[src/rtl/lfsr_dbseq.sv]
// Full-period (de Bruijn) Fibonacci LFSR with a runtime-programmable feedback mask.
// Optional simulation-only checks are compiled in when LFSR_ASSERT_EN is defined.
module lfsr_dbseq #(
  parameter int WIDTH = 8
) (
  input  logic             clk,
  input  logic             rst_n,
  input  logic             enable,
  input  logic [WIDTH-1:0] taps,
  output logic [WIDTH-1:0] seq
);

  logic             fb;
  logic             z;
  logic [WIDTH-1:0] seq_next;

  // z splices the all-zeros state between 0b100..0 and 0b00..01
  always_comb begin
    fb       = ^(seq & taps);
    z        = (seq[WIDTH-2:0] == '0);
    seq_next = {seq[WIDTH-2:0], fb ^ z};
  end

  always_ff @(posedge clk or negedge rst_n) begin
    if (!rst_n) begin
      seq <= WIDTH'(1);
    end else if (enable) begin
      seq <= seq_next;
    end
  end

`ifdef LFSR_ASSERT_EN
  generate
    if (WIDTH < 2) begin : g_width_chk
      $error("lfsr_dbseq: WIDTH must be at least 2");
    end
  endgenerate

  always @(posedge clk) begin
    if (rst_n && enable && (taps[WIDTH-1] !== 1'b1))
      $error("lfsr_dbseq: taps[WIDTH-1] is not set on an enabled step");
    if (rst_n && $isunknown(seq))
      $error("lfsr_dbseq: seq contains X/Z while out of reset");
  end
`else
`endif

endmodule

[config.mk]
export PLATFORM = sky130hd
export DESIGN_NAME = lfsr_dbseq
export DESIGN_NICKNAME = d
export VERILOG_FILES = /design/src/rtl/lfsr_dbseq.sv
export SDC_FILE = /design/constraint.sdc
export NUM_CORES = 1
export LEC_CHECK = 0
export BUFFER_PORTS_ARGS = -buffer_cell sky130_fd_sc_hd__buf_2
export CAP_MARGIN = 5
export CELL_PAD_IN_SITES_DETAIL_PLACEMENT = 1
export CELL_PAD_IN_SITES_GLOBAL_PLACEMENT = 2
export CORE_UTILIZATION = 24
export CTS_CLUSTER_DIAMETER = 80
export DETAILED_ROUTE_END_ITERATION = 12
export GPL_TIMING_DRIVEN = 0
export MAX_ROUTING_LAYER = met4
export PLACE_DENSITY_LB_ADDON = 0.08
export SLEW_MARGIN = 20
export SYNTH_ARGS = -nofsm -noshare
export SYNTH_HDL_FRONTEND = slang
export SYNTH_SLANG_ARGS = --single-unit
[constraint.sdc]
create_clock -name clk -period 1.52 [get_ports clk]
set_clock_uncertainty 0.05 [all_clocks]
set_input_delay 0.228 -clock clk [delete_from_list [all_inputs] [get_ports clk]]
set_output_delay 0.228 -clock clk [all_outputs]
set_load 0.01 [all_outputs]
Yosys cells after proc, flatten, opt, wreduce, memory -nomap -nowiden
Index checks and enable logic that the tools add are counted.
Widths: inputs -> output; s select.
{"block": "word_totals", "reg_bits": 8, "out_inout_bits": 8, "word_cells": 5}
{"block": "op_classes", "n_bitwise": 2, "reduce_logical": 2}
{"operator": "$and 8x8->8", "count": 1}
{"operator": "$reduce_xor 8->1", "count": 1}
{"operator": "$logic_not 7->1", "count": 1}
{"operator": "$xor 1x1->1", "count": 1}

Depth between registers and ports, before layout
Gate-level depths: netlist (run 1).
{"block": "logic_depth", "word_depth": 3, "depth_mapped": 6, "depth_no_buf": 6}

Least setup slack after synthesis (run 1)
No wires, ideal clock.
{"block": "synth_path", "kind": "register -> register", "start": "reg seq[4]", "end": "reg seq[0]", "setup_time_ns": 0.090, "t_arrival_ns": 1.379, "t_required_ns": 1.380, "path_slack_ns": 0.001, "stages_incl_launch_ff": 7, "synth_period_minus_slack_ns": 1.519, "cell_sequence": "dfrtp_1 -> nand2_1 -> xnor3_1 -> xnor2_1 -> xnor2_1 -> a31oi_1 -> o211ai_1"}
{"block": "synth_via", "elab_chain_len": 3, "word_cells_on_any_way": 4, "cone_classes": "2 x bitwise; 2 x reduce/logical"}
{"element": "start: declaration", "line": "10", "text": "output logic [WIDTH-1:0] seq"}
{"element": "start signal: assignment", "line": "28", "text": "seq <= seq_next;"}
{"element": "$and 8x8->8", "line": "19", "text": "fb = ^(seq & taps);"}
{"element": "$reduce_xor 8->1", "line": "19"}
{"element": "$xor 1x1->1 (*)", "line": "21", "text": "seq_next = {seq[WIDTH-2:0], fb ^ z};"}
Every way passes the cells marked *; elsewhere a longest branch is shown, timed or not.
A chain may end at the register's enable or synchronous reset.

Worst setup path in the final report (run 1)
Same ends and word-level chain as after synthesis.

==> out/metrics.cfg, run 1 <==
[clocking]
clock_latency_ns=0.24
cts_buffers=3
clock_sinks=8
root_buffer=clkbuf_4
clkTransAtPathRegs_ns=0.06
cts_tree=done
h-tree-depth=1
clock_path_buffers=2

[sta]
slew_headroom_pct=64.33
fmax_mhz=631.8
finalCritPeriodShare_pct=104.1
min_period_ns=1.583
rsz0062_at_grt=true
fin_ws_ns=-0.06284
finalSetupViolCount=1
drv_slew=0
hold_violations=0
tightest_slew_ns=0.5350

[critical_path]
max_stage_delay_ns=0.42
cp_max_fo=3
start_kind=register
r2r_cells=6
crit_chain=nand2_1, xnor3_1, xnor2_2, xnor2_2, a31oi_1, o211ai_1
r2r_slack_ns=-0.06
crit_arrival_ns=1.69
critPathCaptureType=register
crit_type=register to register
worstSetupStartpoint=seq[4]$_DFFE_PN0P_
endpoint=seq[0]$_DFFE_PN1P_
cp_num_buf_inv=0
critPathTopFamily=XOR/XNOR gates
required_ns=1.63
r2r_start=seq[4]$_DFFE_PN0P_
cp_common_cell=xnor2_2
cp_slowest_cell=xnor3_1
worstSetupPathDepth=6
reg2reg_to=seq[0]$_DFFE_PN1P_

[route]
finalWirelength_um=976
wl_per_cell_um=10.38
vias_per_cell=3.989
first_pass_iters=2
num_vias=375
remaining_drc_errors=0
antenna_left=0
drt_iter0_markers=1

[floorplanning]
die_h_um=46.34
core_area_um2=1783
die_w_um=46.34
die-area_um2=2147
ios=19
initial_core_util_pct=26.46
rows=15

[synthesis]
synth.net_count=55
synth_cell_types=17
ys_warn_count=0
syn_avg_cell_area_um2=10.72
synth_seq_cells=8
seq_area_frac_synth_pct=42.71
syn-instance-count=44
synth_area_um2=471.7

[place]
place_hpwl_um=709.7
gp_congestion=0.6537
post-place-ws_ns=-0.1623
io_buffers=17

[global_routing]
grt_max_degree=11
grt-ovfl-total=0
grt_use_total_pct=10.88
grt_pass1_vias=352
grt_pass1_wl_um=1497
antenna_found_initial=0

[cells_and_area]
final_util_pct=37.68
n_fill_cell=215
largest_reg_flops=8
diodes=0
top_regs=seq (8)
regMostFlops=seq
layout_commonest_cell=buf_2
final_cell_mix=buf_2, buf_4, nand2_1
nets=81
syn_to_final_growth_pct=42.44
drive_gt1_share_pct=60.87

[pwr]
power_density_nw_per_um2=2245
p_leak_uw=0.0003299
vdd_ir_drop_max_mv=0.7925

[status]
violations=negative setup slack
status=finished with violations

[hold_path]
hold_path_class=input pin to register

[flow_run]
cap_violations=0

## worst min path at each step
stage	startpoint	endpoint	slack [ns]	cells after the start
after global placement	rst_n	seq[1]$_DFFE_PN0P_	0.04	1
after CTS	taps[0]	seq[0]$_DFFE_PN1P_	0.19	3
after global routing	taps[0]	seq[0]$_DFFE_PN1P_	0.20	3
after detailed placement	rst_n	seq[1]$_DFFE_PN0P_	0.03	1
after floorplan	rst_n	seq[1]$_DFFE_PN0P_	-0.12	0
final	taps[0]	seq[0]$_DFFE_PN1P_	0.20	3
## synthesized netlist by cell type
cell	count	area, µm²
nand2_1	8	30.03
buf_4	7	52.55
dfrtp_1	7	175.2
mux2_2	7	78.83
xnor2_1	3	26.28
a21oi_1	1	5.000
a31oi_1	1	6.260
clkbuf_1	1	3.750
dfstp_2	1	26.28
inv_1	1	3.750
nand3b_1	1	7.510
nor2b_1	1	6.260
nor3_1	1	5.000
nor4_1	1	6.260
o211ai_1	1	7.510
xnor3_1	1	22.52
xor2_1	1	8.760
## per-layer routing
layer | vias up | global-route usage, % | routed length, µm
met5 | - | - | 0
met4 | 0 | 1.765 | 5
met3 | 2 | 5.882 | 47
met2 | 12 | 13.89 | 405
met1 | 168 | 15.04 | 518
li1 | 193 | - | -
## stage by stage
step	TNS, ns	power [µW]	instance area (µm²)	hold slack, ns	std cells
2_1_floorplan	0	981.0	471.7	-0.1176	44
6_report	-0.06284	1508	671.9	0.1955	94
3_3_place_gp	-0.1423	1179	588.1	0.03667	86
4_1_cts	-0.09389	1513	661.9	0.1928	94
5_1_grt	-0.1244	1628	671.9	0.2020	94
3_5_place_dp	-0.1623	1185	588.1	0.03319	86
## cell families (layout without fill, tap and decap cells)
logic type | after synthesis | in the layout | share of synthesized area (%)
flip-flops | 8 | 8 | 42.71
XOR/XNOR | 5 | 5 | 12.20
AND/OR/NAND/NOR | 12 | 12 | 11.67
multiplexers | 7 | 7 | 16.71
AO/OA/AOI/OAI | 3 | 3 | 3.979
buffers and inverters | 9 | 34 | 12.73
## worst min-delay path, cell delays in order
cell,delay [ns]
buf_2,0.11
nand2_1,0.05
o211ai_1,0.09
## cell type report
cell class	instances	area (µm²)	area share, %
tap	25	31.28	4.655
timing repair buffer	21	117.6	17.50
buffer	8	56.30	8.380
multi-input combinational	27	235.2	35.01
inverter	1	3.754	0.5587
clock buffer	4	26.28	3.911
sequential	8	201.4	29.98
## where the power goes
| part | internal [µW] | total [µW] | leakage (µW) | switching, µW |
|---|---|---|---|---|
| sequential | 336 | 446 | 0.0000935 | 110 |
| clock | 100 | 169 | 0.0000150 | 69.1 |
| combinational | 533 | 892 | 0.000221 | 360 |
| total | 969 | 1510 | 0.000330 | 539 |
## repair_timing
action                                  CTS  global route
endpoints found under the setup margin    1             1
hold endpoints to repair                  8             0
pin swaps                                 6             3
setup buffers                             3             0
gates cloned                              0             0
gates resized for setup                   2             2
hold buffers                              1             0
No activity file was read; power rests on OpenSTA's default activity.
==> run 2: changes to the inputs <==
--- a/config.mk
+++ b/config.mk
@@ -14,7 +14,7 @@
 export DETAILED_ROUTE_END_ITERATION = 12
 export GPL_TIMING_DRIVEN = 0
 export MAX_ROUTING_LAYER = met4
-export PLACE_DENSITY_LB_ADDON = 0.08
+export PLACE_DENSITY = 0.74
 export SLEW_MARGIN = 20
 export SYNTH_ARGS = -nofsm -noshare
 export SYNTH_HDL_FRONTEND = slang
==> out/metrics.cfg, run 2 (synthesis results as in run 1) <==
[flow_run]
cap_violations=0  ; unchanged

[clocking]
clock_path_buffers=2  ; unchanged
cts_buffers=3  ; unchanged
root_buffer=clkbuf_4
clock_latency_ns=0.25  ; about the same
h-tree-depth=1  ; unchanged
clkTransAtPathRegs_ns=0.06  ; about the same
cts_tree=done
clock_sinks=8  ; unchanged

[sta]
drv_slew=0  ; unchanged
tightest_slew_ns=0.5049  ; -0.03008 ns
fin_ws_ns=-0.07354  ; -0.01071 ns
finalCritPeriodShare_pct=104.8  ; +0.70 points
tns_ns=-0.07354  ; -0.01071 ns
hold_slack_ns=0.1985  ; +0.002977 ns
slew_headroom_pct=66.34  ; +2.0 points
rsz0062_at_grt=true
min_period_ns=1.594  ; +0.01071 ns
hold_violations=0  ; unchanged
finalSetupViolCount=1  ; unchanged
fmax_mhz=627.5  ; -0.67%

[floorplanning]
die-area_um2=2147  ; unchanged
die_w_um=46.34  ; unchanged
initial_core_util_pct=26.46  ; unchanged
ios=19  ; unchanged
core_area_um2=1783  ; unchanged
rows=15  ; unchanged
die_h_um=46.34  ; unchanged

[route]
vias_per_cell=4.202  ; +5.3%
wl_per_cell_um=11.35  ; +9.3%
num_vias=395  ; +5.3%
antenna_left=0  ; unchanged
first_pass_iters=2  ; unchanged
drt_iter0_markers=6  ; +5
remaining_drc_errors=0  ; unchanged
finalWirelength_um=1067  ; +9.3%

[critical_path]
critPathCaptureType=register
max_stage_delay_ns=0.41  ; about the same
start_kind=register
crit_arrival_ns=1.71  ; +0.02 ns
cp_max_fo=3  ; unchanged
cp_common_cell=xnor2_2
crit_type=register to register
cp_slowest_cell=xnor3_1
critPathTopFamily=XOR/XNOR gates
required_ns=1.63  ; about the same
crit_chain=nand2_1, xnor3_1, xnor2_2, xnor2_2, a31oi_1, o211ai_1
cp_num_buf_inv=0  ; unchanged

[pwr]
vdd_ir_drop_max_mv=0.5753  ; -27%
power_density_nw_per_um2=2280  ; +1.6%
p_leak_uw=0.0003313  ; +0.41%
p_total_uw=1552  ; +2.9%

[cells_and_area]
largest_reg_flops=8  ; unchanged
diodes=0  ; unchanged
layout_commonest_cell=buf_2
nets=81  ; unchanged
top_regs=seq (8)
drive_gt1_share_pct=60.87  ; unchanged
regMostFlops=seq
multiInputGateArea_um2=244.0  ; +3.7%
n_fill_cell=212  ; -1.4%
final_cell_mix=buf_2, buf_4, nand2_1
syn_to_final_growth_pct=44.30
regArea_um2=201.4  ; unchanged
final_area_um2=680.7  ; +1.3%

[global_routing]
grt_use_total_pct=12.78  ; +1.9 points
antenna_found_initial=0  ; unchanged
grt_pass1_vias=405  ; +15%
grt-ovfl-total=0  ; unchanged
grt_pass1_wl_um=1738  ; +16%
grt_max_degree=11  ; unchanged

[place]
placed_cell_area_um2=588.1  ; unchanged
io_buffers=17  ; unchanged
place_hpwl_um=757.4  ; +6.7%
gp_congestion=0.6602  ; +0.99%

[status]
violations=negative setup slack
status=finished with violations

[hold_path]
hold_path_class=input pin to register

## run 2: changes by cell type in the layout (fill, tap and decap cells not counted)
cell and change:
nor4_4 +1, nor4_2 -1
## run 2: path summary, 6_finish.rpt
kind / end / slack (ns) / depth (start not counted) / startpoint
setup / recovery: seq[0]$_DFFE_PN1P_ / -0.07 / 6 / seq[6]$_DFFE_PN0P_
hold / removal: seq[0]$_DFFE_PN1P_ / 0.20 / 3 / taps[0]
setup reg to reg: seq[0]$_DFFE_PN1P_ / -0.07 / 6 / seq[6]$_DFFE_PN0P_
hold reg to reg: seq[7]$_DFFE_PN0P_ / 0.51 / 1 / seq[7]$_DFFE_PN0P_
max in group asynchronous: seq[0]$_DFFE_PN1P_ / 0.86 / 2 / rst_n
min in group asynchronous: seq[7]$_DFFE_PN0P_ / 0.31 / 2 / rst_n
## run 2: worst reg2reg max path, stage by stage, from the launching register on
cell and delay [ns]:
dfrtp_1 0.39, nand2_1 0.07, xnor3_1 0.41, xnor2_2 0.17
xnor2_2 0.16, a31oi_1 0.14, o211ai_1 0.12
## run 2: final cells by class
type	instances	share of cell area (%)
multi-input cells	27	35.85
flip-flops and latches	8	29.60
repair buffers	21	17.28
plain buffers	8	8.272
well taps	25	4.596
clock buffers	4	3.860
inverters	1	0.5515
## run 2: repair_timing
action | in CTS | in global routing
buffers inserted | 3 | 0
hold buffers | 1 | 0
resized for setup | 3 | 2
endpoints found under the hold margin | 8 | 0
pin swaps | 4 | 0
setup endpoints to repair | 1 | 1
## run 2: power by group
part	switching [µW]	internal, µW
clock	70.6	100
sequential	119	336
combinational	386	541
total	575	977
## run 2: metrics by stage
stage          setup slack [ns]  util [%]  std cells
6_report               -0.07354     38.18         94
5_1_grt                 -0.1717     38.18         94
4_1_cts                -0.08493     37.47         94
3_5_place_dp            -0.1873     32.98         86
3_3_place_gp            -0.1520     32.98         86
2_1_floorplan          0.001375         -         44
## run 2: metal layers
layer	wire, µm	GRT usage (%)	share of wire (%)
met1	489	15.29	46
met4	25	12.35	2.3
met2	527	18.33	49
met5	0	-	0
met3	25	1.176	2.3
